--- src/rtl/stopwatch_counter.sv ---
`default_nettype none
// ============================================================================
// Module   : stopwatch_counter
// Purpose  : Centisecond stopwatch (00.00-99.99 s) with debounced start/stop,
//            lap and clear buttons feeding the seven-segment display driver.
// Revision : 1.0 - initial release
// ============================================================================
module stopwatch_counter #(
    parameter int TICK_DIV        = 500000,
    parameter int DEBOUNCE_CYCLES = 1000000,
    parameter int MAX_COUNT       = 9999
) (
    input  logic        clk50m_i,
    input  logic        rst_i,
    input  logic        btn_start_stop_n_i,
    input  logic        btn_lap_n_i,
    input  logic        btn_clear_n_i,
    output logic [15:0] count_o,
    output logic        running_o,
    output logic        lap_o,
    output logic        overflow_o
);

    localparam int c_PRESC_W = (TICK_DIV > 2) ? $clog2(TICK_DIV) : 1;
    localparam int c_DEB_W   = (DEBOUNCE_CYCLES > 2) ? $clog2(DEBOUNCE_CYCLES) : 1;
    localparam logic [c_PRESC_W-1:0] c_PRESC_LAST = c_PRESC_W'(TICK_DIV - 1);
    localparam logic [c_DEB_W-1:0]   c_DEB_LAST   = c_DEB_W'(DEBOUNCE_CYCLES - 1);
    localparam logic [15:0]          c_MAX        = 16'(MAX_COUNT);
    localparam int c_BTN_SS  = 0;
    localparam int c_BTN_LAP = 1;
    localparam int c_BTN_CLR = 2;

    typedef enum logic [1:0] {
        ST_STOPPED = 2'd0,
        ST_RUNNING = 2'd1,
        ST_LAP     = 2'd2
    } state_t;

    logic [2:0] w_btn_raw;
    logic [2:0] w_press;

    assign w_btn_raw = {btn_clear_n_i, btn_lap_n_i, btn_start_stop_n_i};

    for (genvar gi = 0; gi < 3; gi++) begin : g_btn
        logic [1:0]         r_sync;
        logic [c_DEB_W-1:0] r_stab_cnt;
        logic               r_level;
        logic               r_press;

        // The press pulse is registered on the same edge the debounced level
        // falls, so it is high for exactly the following cycle.
        always_ff @(posedge clk50m_i) begin
            if (rst_i) begin
                r_sync     <= 2'b11;
                r_stab_cnt <= '0;
                r_level    <= 1'b1;
                r_press    <= 1'b0;
            end else begin
                r_sync  <= {r_sync[0], w_btn_raw[gi]};
                r_press <= 1'b0;
                if (r_sync[1] == r_level) begin
                    r_stab_cnt <= '0;
                end else if (r_stab_cnt == c_DEB_LAST) begin
                    r_stab_cnt <= '0;
                    r_level    <= r_sync[1];
                    r_press    <= r_level;
                end else begin
                    r_stab_cnt <= r_stab_cnt + 1'b1;
                end
            end
        end

        assign w_press[gi] = r_press;
    end

    state_t                 r_state, w_state_next;
    logic [15:0]            r_live, w_live_next;
    logic [15:0]            r_disp, w_disp_next;
    logic [c_PRESC_W-1:0]   r_presc, w_presc_next;
    logic                   r_ovf, w_ovf_next;
    logic                   w_active;
    logic                   w_tick;
    logic                   w_sat;

    assign w_active = (r_state != ST_STOPPED);
    assign w_tick   = w_active && (r_presc == c_PRESC_LAST);
    assign w_sat    = w_tick && (r_live >= c_MAX);

    always_ff @(posedge clk50m_i) begin
        if (rst_i) begin
            r_state <= ST_STOPPED;
            r_live  <= '0;
            r_disp  <= '0;
            r_presc <= '0;
            r_ovf   <= 1'b0;
        end else begin
            r_state <= w_state_next;
            r_live  <= w_live_next;
            r_disp  <= w_disp_next;
            r_presc <= w_presc_next;
            r_ovf   <= w_ovf_next;
        end
    end

    always_comb begin
        w_state_next = r_state;
        w_live_next  = r_live;
        w_presc_next = r_presc;
        w_ovf_next   = r_ovf;

        if (w_press[c_BTN_CLR]) begin
            w_state_next = ST_STOPPED;
            w_live_next  = '0;
            w_presc_next = '0;
            w_ovf_next   = 1'b0;
        end else begin
            if (w_active) begin
                w_presc_next = w_tick ? '0 : r_presc + 1'b1;
            end
            if (w_tick && !w_sat) begin
                w_live_next = r_live + 16'd1;
            end
            // Saturation forces STOPPED regardless of a coincident press.
            if (w_sat) begin
                w_ovf_next   = 1'b1;
                w_state_next = ST_STOPPED;
            end else if (w_press[c_BTN_SS]) begin
                if (r_state == ST_STOPPED) begin
                    w_state_next = r_ovf ? ST_STOPPED : ST_RUNNING;
                end else begin
                    w_state_next = ST_STOPPED;
                end
            end else if (w_press[c_BTN_LAP]) begin
                if (r_state == ST_RUNNING) begin
                    w_state_next = ST_LAP;
                end else if (r_state == ST_LAP) begin
                    w_state_next = ST_RUNNING;
                end
            end
        end

        w_disp_next = (w_state_next == ST_LAP) ? r_disp : w_live_next;
    end

    assign count_o    = r_disp;
    assign running_o  = (r_state != ST_STOPPED);
    assign lap_o      = (r_state == ST_LAP);
    assign overflow_o = r_ovf;

endmodule
`default_nettype wire

--- config.mk ---
export PLATFORM = sky130hd
export DESIGN_NAME = stopwatch_counter
export DESIGN_NICKNAME = d
export VERILOG_FILES = /design/src/rtl/stopwatch_counter.sv
export SDC_FILE = /design/constraint.sdc
export NUM_CORES = 1
export LEC_CHECK = 0
export CORE_AREA = 5 5 101 103
export CTS_CLUSTER_SIZE = 20
export DETAILED_ROUTE_END_ITERATION = 8
export DIE_AREA = 0 0 106 108
export GPL_TIMING_DRIVEN = 0
export PLACE_DENSITY_LB_ADDON = 0.1
export SKIP_LAST_GASP = 1
export SYNTH_ARGS = -nofsm -noshare
export SYNTH_HDL_FRONTEND = slang
export SYNTH_SLANG_ARGS = --single-unit
--- constraint.sdc ---
create_clock -name clk50m_i -period 2.3 [get_ports clk50m_i]
set_input_delay 0.345 -clock clk50m_i [delete_from_list [all_inputs] [get_ports clk50m_i]]
set_output_delay 0.345 -clock clk50m_i [all_outputs]
set_load 0.01 [all_outputs]
==> qor.csv, run 1 <==
stage,metric,value,unit
status,status,finished clean,
global_route,initial antenna violation count,0,
finish,area grow syn2layout,17.8,%
floorplanning,Initial Util,0.573,
synth,ys async rst share,0,
synth,main combinational cell family by area after synthesis,simple AND/OR/NAND/NOR gates,
synth,area fraction in compound gates after synthesis,0.0509,
critical_path,CP Class,reg2reg,
floorplanning,row cnt,35,
sta,Rel. slew slack,0.622,
synth,yosys warns,0,
sta,"Hold Vio Cnt, Final",0,
synth,Post-synth EDFFs,0,
clock_network,root buffer cell,clkbuf_8,
global_route,number of global-route vias before repair,3967,
sta,final setup vio count,0,
critical_path,CP max stage delay,0.38,ns
pwr,Max VDD drop,576,uV
sta,final max-slew violation count,0,
routing,Vias/cell,5.45,
clock_network,clk buf depth,2,
clock_network,clock slew at reported path FFs,0.06,ns
synth,most used flip-flop cell after synthesis,dfxtp_1,
critical_path,worst path required time,2.75,ns
clock_network,CTS buffer count,17,
global_route,first-pass GRT wire length,17500,um
sta,slew at the pin closest to its max-slew limit,0.563,ns
placement,I/O Buffers,23,
floorplanning,die width,106,um
floorplanning,core footprint,0.00911,mm^2
synth,Post-Synth Simple-Gate Area,0.288,
routing,antenna-violating nets left,0,
finish,Ant. Diodes,0,
synth,Yosys cell types,44,
clock_network,# clock sinks,126,
clock_network,postcts setup bufs,0,
sta,hold slack,0.406,ns
placement,cell count after placement,707,
synth,mux share of post-synthesis cell area,0.0115,
finish,fin cells,735,
routing,DRC,0,
global_route,GRT overflow,0,
global_route,pin count of the biggest net entering global routing,17,
clock_network,clock latency on the worst-skew pair,0.52,ns
pwr,total power,0.00477,W
synth,Syn Area/Cell,9.10,um^2
pwr,LEAKAGE,2.21,nW
finish,"commonest non-fill, non-tap cells in the layout","dfxtp_1 (126), nor2_1 (115), xor2_1 (55)",
synth,Synth Area in Adders,0.0120,
finish,Final #Nets,624,
placement,DP HPWL,6820,um
sta,achievable frequency,479,MHz
floorplanning,Die H,108,um
sta,TNS Setup,0,ns
sta,RSZ-0062 raised after global routing,false,
job,max cap viols,0,
floorplanning,# IOs,24,
routing,Vias,4006,
synth,XOR/XNOR Fraction of Synth Area,0.134,
critical_path,crit-path cells,"nor4_1, a21oi_1, nor2_4, o21ai_1, nor3_1, buf_2, o2bb2ai_1",
synth,Mapped Cells,573,
clock_network,hold_buf cts,0,
critical_path,crit end category,register,
synth,flop and latch count out of synthesis,126,
synth,Synth Net Count,583,
pwr,Power Density,777,mW/mm^2
critical_path,Worst EP arrival,2.54,ns
placement,RD Place Congestion,0.821,
finish,layout cell share with drive strength beyond 1,0.0833,
clock_network,CTS tree,done,
critical_path,CP max-delay cell,nor4_1,
critical_path,CP max FO,10,
synth,"Seq/Total Area, Yosys",0.484,
routing,WL/cell,13.5,um
sta,Tmin final,2.09,ns
worst_hold_path,worst hold path type,in2reg,
sta,final worst-path cycle share,0.908,
routing,final wirelength,9920,um
clock_network,H-tree depth,4,
floorplanning,Die Area,0.0114,mm^2
critical_path,CP Launch Type,register,
synth,Post-Syn Area,0.00522,mm^2
clock_network,post-CTS resize count,0,
routing,DR pass1 iterations,4,
sta,Clock Skews,0.00606,ns
finish,"commonest non-fill, non-tap cell in the layout",dfxtp_1,
routing,Detailed Route Iter0 Violations,121,
global_route,Total GRT Usage,0.186,
==> worst max-delay path: cells and delay by family, from the launching register on <==
family | cells | cell delay (ns)
buffers and inverters | 1 | 0.32
flip-flops | 1 | 0.35
AND/OR/NAND/NOR | 3 | 0.92
AO/OA/AOI/OAI | 3 | 0.42
==> path summary, 6_finish.rpt <==
kind,start,endpoint,slack (ns),cells after the start
setup / recovery,r_live[6],count_o[5],0.21,7
hold / removal,btn_start_stop_n_i,g_btn[0].r_sync[0],0.41,2
setup reg to reg,r_live[6],count_o[5],0.21,7
hold reg to reg,g_btn[2].r_sync[0],g_btn[2].r_sync[1],0.41,1
==> final cells by class <==
type                       instances  area (um^2)
clock buffer                      23          477
sequential                       126         2520
clock inverter                     6         85.1
fill                             727         2970
tap                              111          139
multi-input combinational        424         2590
inverter                           8         30.0
buffer                            14         67.6
timing repair buffer              23          230
==> metal layers <==
layer  part of all wire  global-route usage  routed length, um  vias to the layer above
met2               0.49               0.324               4820                       57
met1               0.46               0.223               4600                     1892
met4              0.016              0.0666                163                        0
met3              0.034              0.0507                337                       15
li1                   -                   -                  -                     2042
met5                  0                   0                  0                        -
==> stage by stage <==
stage | worst slack (ns) | instance area, um^2 | util
2_1_floorplan | 0.544 | 5220 | -
3_3_place_gp | 0.0623 | 5590 | 0.613
3_5_place_dp | 0.0523 | 5590 | 0.613
4_1_cts | 0.161 | 6150 | 0.675
5_1_grt | 0.0606 | 6140 | 0.674
6_report | 0.212 | 6140 | 0.674
==> cell usage after synthesis (all sizes together) (2+ instances only) <==
library cell / instances / share of area
dfxtp: 126 / 0.48
nor2: 116 / 0.085
xor2: 55 / 0.092
nand2: 36 / 0.026
nand3: 36 / 0.035
nand4: 26 / 0.031
xnor2: 25 / 0.042
and3: 15 / 0.018
nor3: 12 / 0.012
o2bb2ai: 12 / 0.020
buf: 10 / 0.010
inv: 8 / 0.0058
a21oi: 7 / 0.0067
nor4: 7 / 0.0084
nor4b: 7 / 0.015
o21ai: 7 / 0.0089
or2: 7 / 0.0084
or3: 7 / 0.0084
and4: 6 / 0.010
mux2i: 6 / 0.012
nor2b: 6 / 0.0072
clkbuf: 5 / 0.0036
ha: 5 / 0.012
and2: 4 / 0.0048
a211o: 3 / 0.0050
and2b: 3 / 0.0043
nand2b: 3 / 0.0050
nand3b: 3 / 0.0043
a21o: 2 / 0.0029
==> cells by family after synthesis <==
logic type,after synthesis
fa+ha+maj,5
mux,6
xor+xnor,80
simple gates,298
flops,126
buf+inv,23
compound gates,35
==> registers in the layout (all words and copies together), names as in the netlist <==
name              cells
r_state               2
count_o              16
g_btn.r_level         3
r_presc              19
g_btn.r_sync          6
overflow_o            1
g_btn.r_stab_cnt     60
g_btn.r_press         3
r_live               16
==> report_power, final <==
part	internal (W)	total [W]	leakage (nW)	switching, W
combinational	0.0000172	0.0000519	0.919	0.0000347
sequential	0.00219	0.00219	1.02	0.00000368
clock	0.00163	0.00253	0.272	0.000894
total	0.00384	0.00477	2.21	0.000932
Power figures use the tool's default switching activity.
==> run 2: changes to the inputs <==
- HOLD_SLACK_MARGIN: not set -> 0.06
==> results of run 2 <==
No change in the layout: final DEF, timing and power equal those of run 1.
==> run 3: changes to the inputs <==
- CORE_AREA: 5 5 101 103 -> 5 5 92 112
- DIE_AREA: 0 0 106 108 -> 0 0 97 117
==> run 3 against run 2 <==
Compared with the run above: via count is 0.40% higher; clock skew rose by 0.00085 ns; setup slack worse by 0.012 ns; global-route usage is 0.45 points higher; highest routed layer unchanged; critical endpoint is now count_o[2]; final cell count is 2.2% higher; fmax fell by 0.59%; largest power group unchanged; count of clock-buffer cells in the layout is 2 lower; routed wire length increased by 0.22%; die area shrank 0.86%; critical path depth grew 1.
==> qor.csv, run 3 (synthesis gave the netlist of run 1 again) <==
stage,metric,value,unit,change
floorplanning,core footprint,0.00922,mm^2,was 0.00911 mm^2
sta,RSZ-0062 raised after global routing,false,,unchanged
global_route,number of global-route vias before repair,4081,,was 3967
placement,I/O Buffers,23,,unchanged
finish,multi-input logic area,0.00259,mm^2,unchanged
critical_path,CP max FO,10,,unchanged
critical_path,crit-path cells,"ha_1, nand3_1, a21oi_1, nor2_4, o21ai_1, nor3_1, buf_2, o2bb2ai_1",,"was nor4_1, a21oi_1, nor2_4, o21ai_1, nor3_1, buf_2, o2bb2ai_1"
global_route,first-pass GRT wire length,17600,um,was 17500 um
sta,hold slack,0.405,ns,was 0.406 ns
clock_network,postcts setup bufs,0,,unchanged
critical_path,crit end category,register,,unchanged
finish,filler instances,718,,was 727
worst_hold_path,hold path cells,1,,was 2
floorplanning,row cnt,39,,was 35
sta,Clock Skews,0.00691,ns,was 0.00606 ns
sta,Rel. slew slack,0.599,,was 0.622
floorplanning,die width,97,um,was 106 um
global_route,initial antenna violation count,0,,unchanged
critical_path,Worst Reg-to-Reg Cells,8,,was 7
clock_network,H-tree depth,4,,unchanged
pwr,Power Density,811,mW/mm^2,was 777 mW/mm^2
finish,layout cell share with drive strength beyond 1,0.0908,,was 0.0833
clock_network,clock latency on the worst-skew pair,0.41,ns,was 0.52 ns
sta,final setup vio count,0,,unchanged
global_route,GRT overflow,0,,unchanged
worst_hold_path,WHS Endpoint,g_btn[0].r_sync[1],,was g_btn[0].r_sync[0]
sta,final max-slew violation count,0,,unchanged
floorplanning,Initial Util,0.566,,was 0.573
sta,Tmin final,2.10,ns,was 2.09 ns
critical_path,CP Launch Type,register,,unchanged
sta,"Worst Setup Slack, final",0.200,ns,was 0.212 ns
sta,"Hold Vio Cnt, Final",0,,unchanged
routing,antenna-violating nets left,0,,unchanged
critical_path,CP Class,reg2reg,,unchanged
placement,cell count after placement,719,,was 707
finish,Final #Nets,625,,was 624
finish,area grow syn2layout,19.5,%,was 17.8%
critical_path,"setup slack, reg-to-reg",0.20,ns,was 0.21 ns
critical_path,FF-to-FF Start,r_live[0],,was r_live[6]
worst_hold_path,worst hold path startpoint,g_btn[0].r_sync[0],,was btn_start_stop_n_i
finish,max reg flops,60,,unchanged
critical_path,worst path required time,2.64,ns,was 2.75 ns
global_route,Total GRT Usage,0.191,,was 0.186
critical_path,CP bufs+invs,1,,unchanged
global_route,pin count of the biggest net entering global routing,17,,unchanged
sta,achievable frequency,476,MHz,was 479 MHz
routing,DRC,0,,unchanged
finish,"commonest non-fill, non-tap cells in the layout","dfxtp_1 (126), nor2_1 (115), xor2_1 (55)",,unchanged
clock_network,CTS buffer count,17,,unchanged
finish,fin cells,751,,was 735
routing,Vias,4022,,was 4006
routing,final wirelength,9940,um,was 9920 um
placement,DP HPWL,6900,um,was 6820 um
clock_network,hold_buf cts,0,,unchanged
placement,RD Place Congestion,0.771,,was 0.821
critical_path,Worst EP arrival,2.44,ns,was 2.54 ns
finish,register area,0.00252,mm^2,unchanged
worst_hold_path,worst hold path type,reg2reg,,was in2reg
floorplanning,# IOs,24,,unchanged
critical_path,CP max-delay cell,dfxtp_1,,was nor4_1
sta,slew at the pin closest to its max-slew limit,0.597,ns,was 0.563 ns
finish,"commonest non-fill, non-tap cell in the layout",dfxtp_1,,unchanged
sta,final worst-path cycle share,0.913,,was 0.908
finish,Top reg by flops,g_btn.r_stab_cnt,,unchanged
clock_network,CTS tree,done,,unchanged
placement,worst slack at placement,0.0484,ns,was 0.0523 ns
floorplanning,Die Area,0.0113,mm^2,was 0.0114 mm^2
finish,Top Registers,"g_btn.r_stab_cnt: 60 flops, r_presc: 19 flops",,unchanged
routing,Vias/cell,5.36,,was 5.45
critical_path,Reg-to-Reg End,count_o[2],,was count_o[5]
routing,Detailed Route Iter0 Violations,111,,was 121
routing,DR pass1 iterations,4,,unchanged
clock_network,# clock sinks,126,,unchanged
clock_network,root buffer cell,clkbuf_16,,was clkbuf_8
critical_path,"delay-heaviest family, CP",simple AND/OR/NAND/NOR gates,,unchanged
job,max cap viols,0,,unchanged
critical_path,CP max stage delay,0.34,ns,was 0.38 ns
floorplanning,Die H,117,um,was 108 um
clock_network,post-CTS resize count,0,,unchanged
pwr,LEAKAGE,2.24,nW,was 2.21 nW
status,status,finished clean,,unchanged
routing,WL/cell,13.2,um,was 13.5 um
finish,Ant. Diodes,0,,unchanged
sta,TNS Setup,0,ns,unchanged
clock_network,clock slew at reported path FFs,0.05,ns,was 0.06 ns
pwr,Max VDD drop,559,uV,was 576 uV
clock_network,clk buf depth,2,,unchanged
[run 3: worst max path at each step]
stage                                    endpoint  startpoint  cells after the start
after floorplan                       count_o[13]  r_presc[0]                      8
after global placement    g_btn[1].r_stab_cnt[11]       rst_i                      6
after detailed placement  g_btn[1].r_stab_cnt[12]       rst_i                      6
after CTS                              count_o[2]   r_live[0]                      8
after global routing                   count_o[2]   r_live[0]                      8
final                                  count_o[2]   r_live[0]                      8
[run 3: final cells by class]
class                   count  area share
multi-input cells         424       0.416
flip-flops and latches    126       0.405
clock buffers              21      0.0755
repair buffers             23      0.0369
clock inverters            11      0.0261
well taps                 123      0.0247
plain buffers              15      0.0116
inverters                   8     0.00482
[run 3: worst register-to-register path, stage by stage (launching register included)]
cell and delay, ns:
dfxtp_1 0.34, ha_1 0.24, nand3_1 0.16, a21oi_1 0.14, nor2_4 0.22, o21ai_1 0.11
nor3_1 0.34, buf_2 0.32, o2bb2ai_1 0.15
[run 3: routing by layer]
layer / global-route usage / share of wire / wire length (um)
met5: 0 / 0 / 0
met4: 0.0936 / 0.016 / 157
met3: 0.0516 / 0.031 / 313
met2: 0.350 / 0.52 / 5140
met1: 0.205 / 0.44 / 4330
[run 3: through the flow]
step	total power, W	cell area, um^2	util
after floorplan	0.00227	5220	-
after global placement	0.00229	5600	0.607
after detailed placement	0.00229	5600	0.607
after CTS	0.00511	6230	0.676
after global routing	0.00524	6230	0.676
final	0.00506	6230	0.676
[run 3: power breakdown]
group           total, W  internal [W]  switching [W]
Sequential       0.00219       0.00219     0.00000383
Clock            0.00281       0.00189       0.000924
Combinational  0.0000511     0.0000176      0.0000335
Total            0.00506       0.00410       0.000961
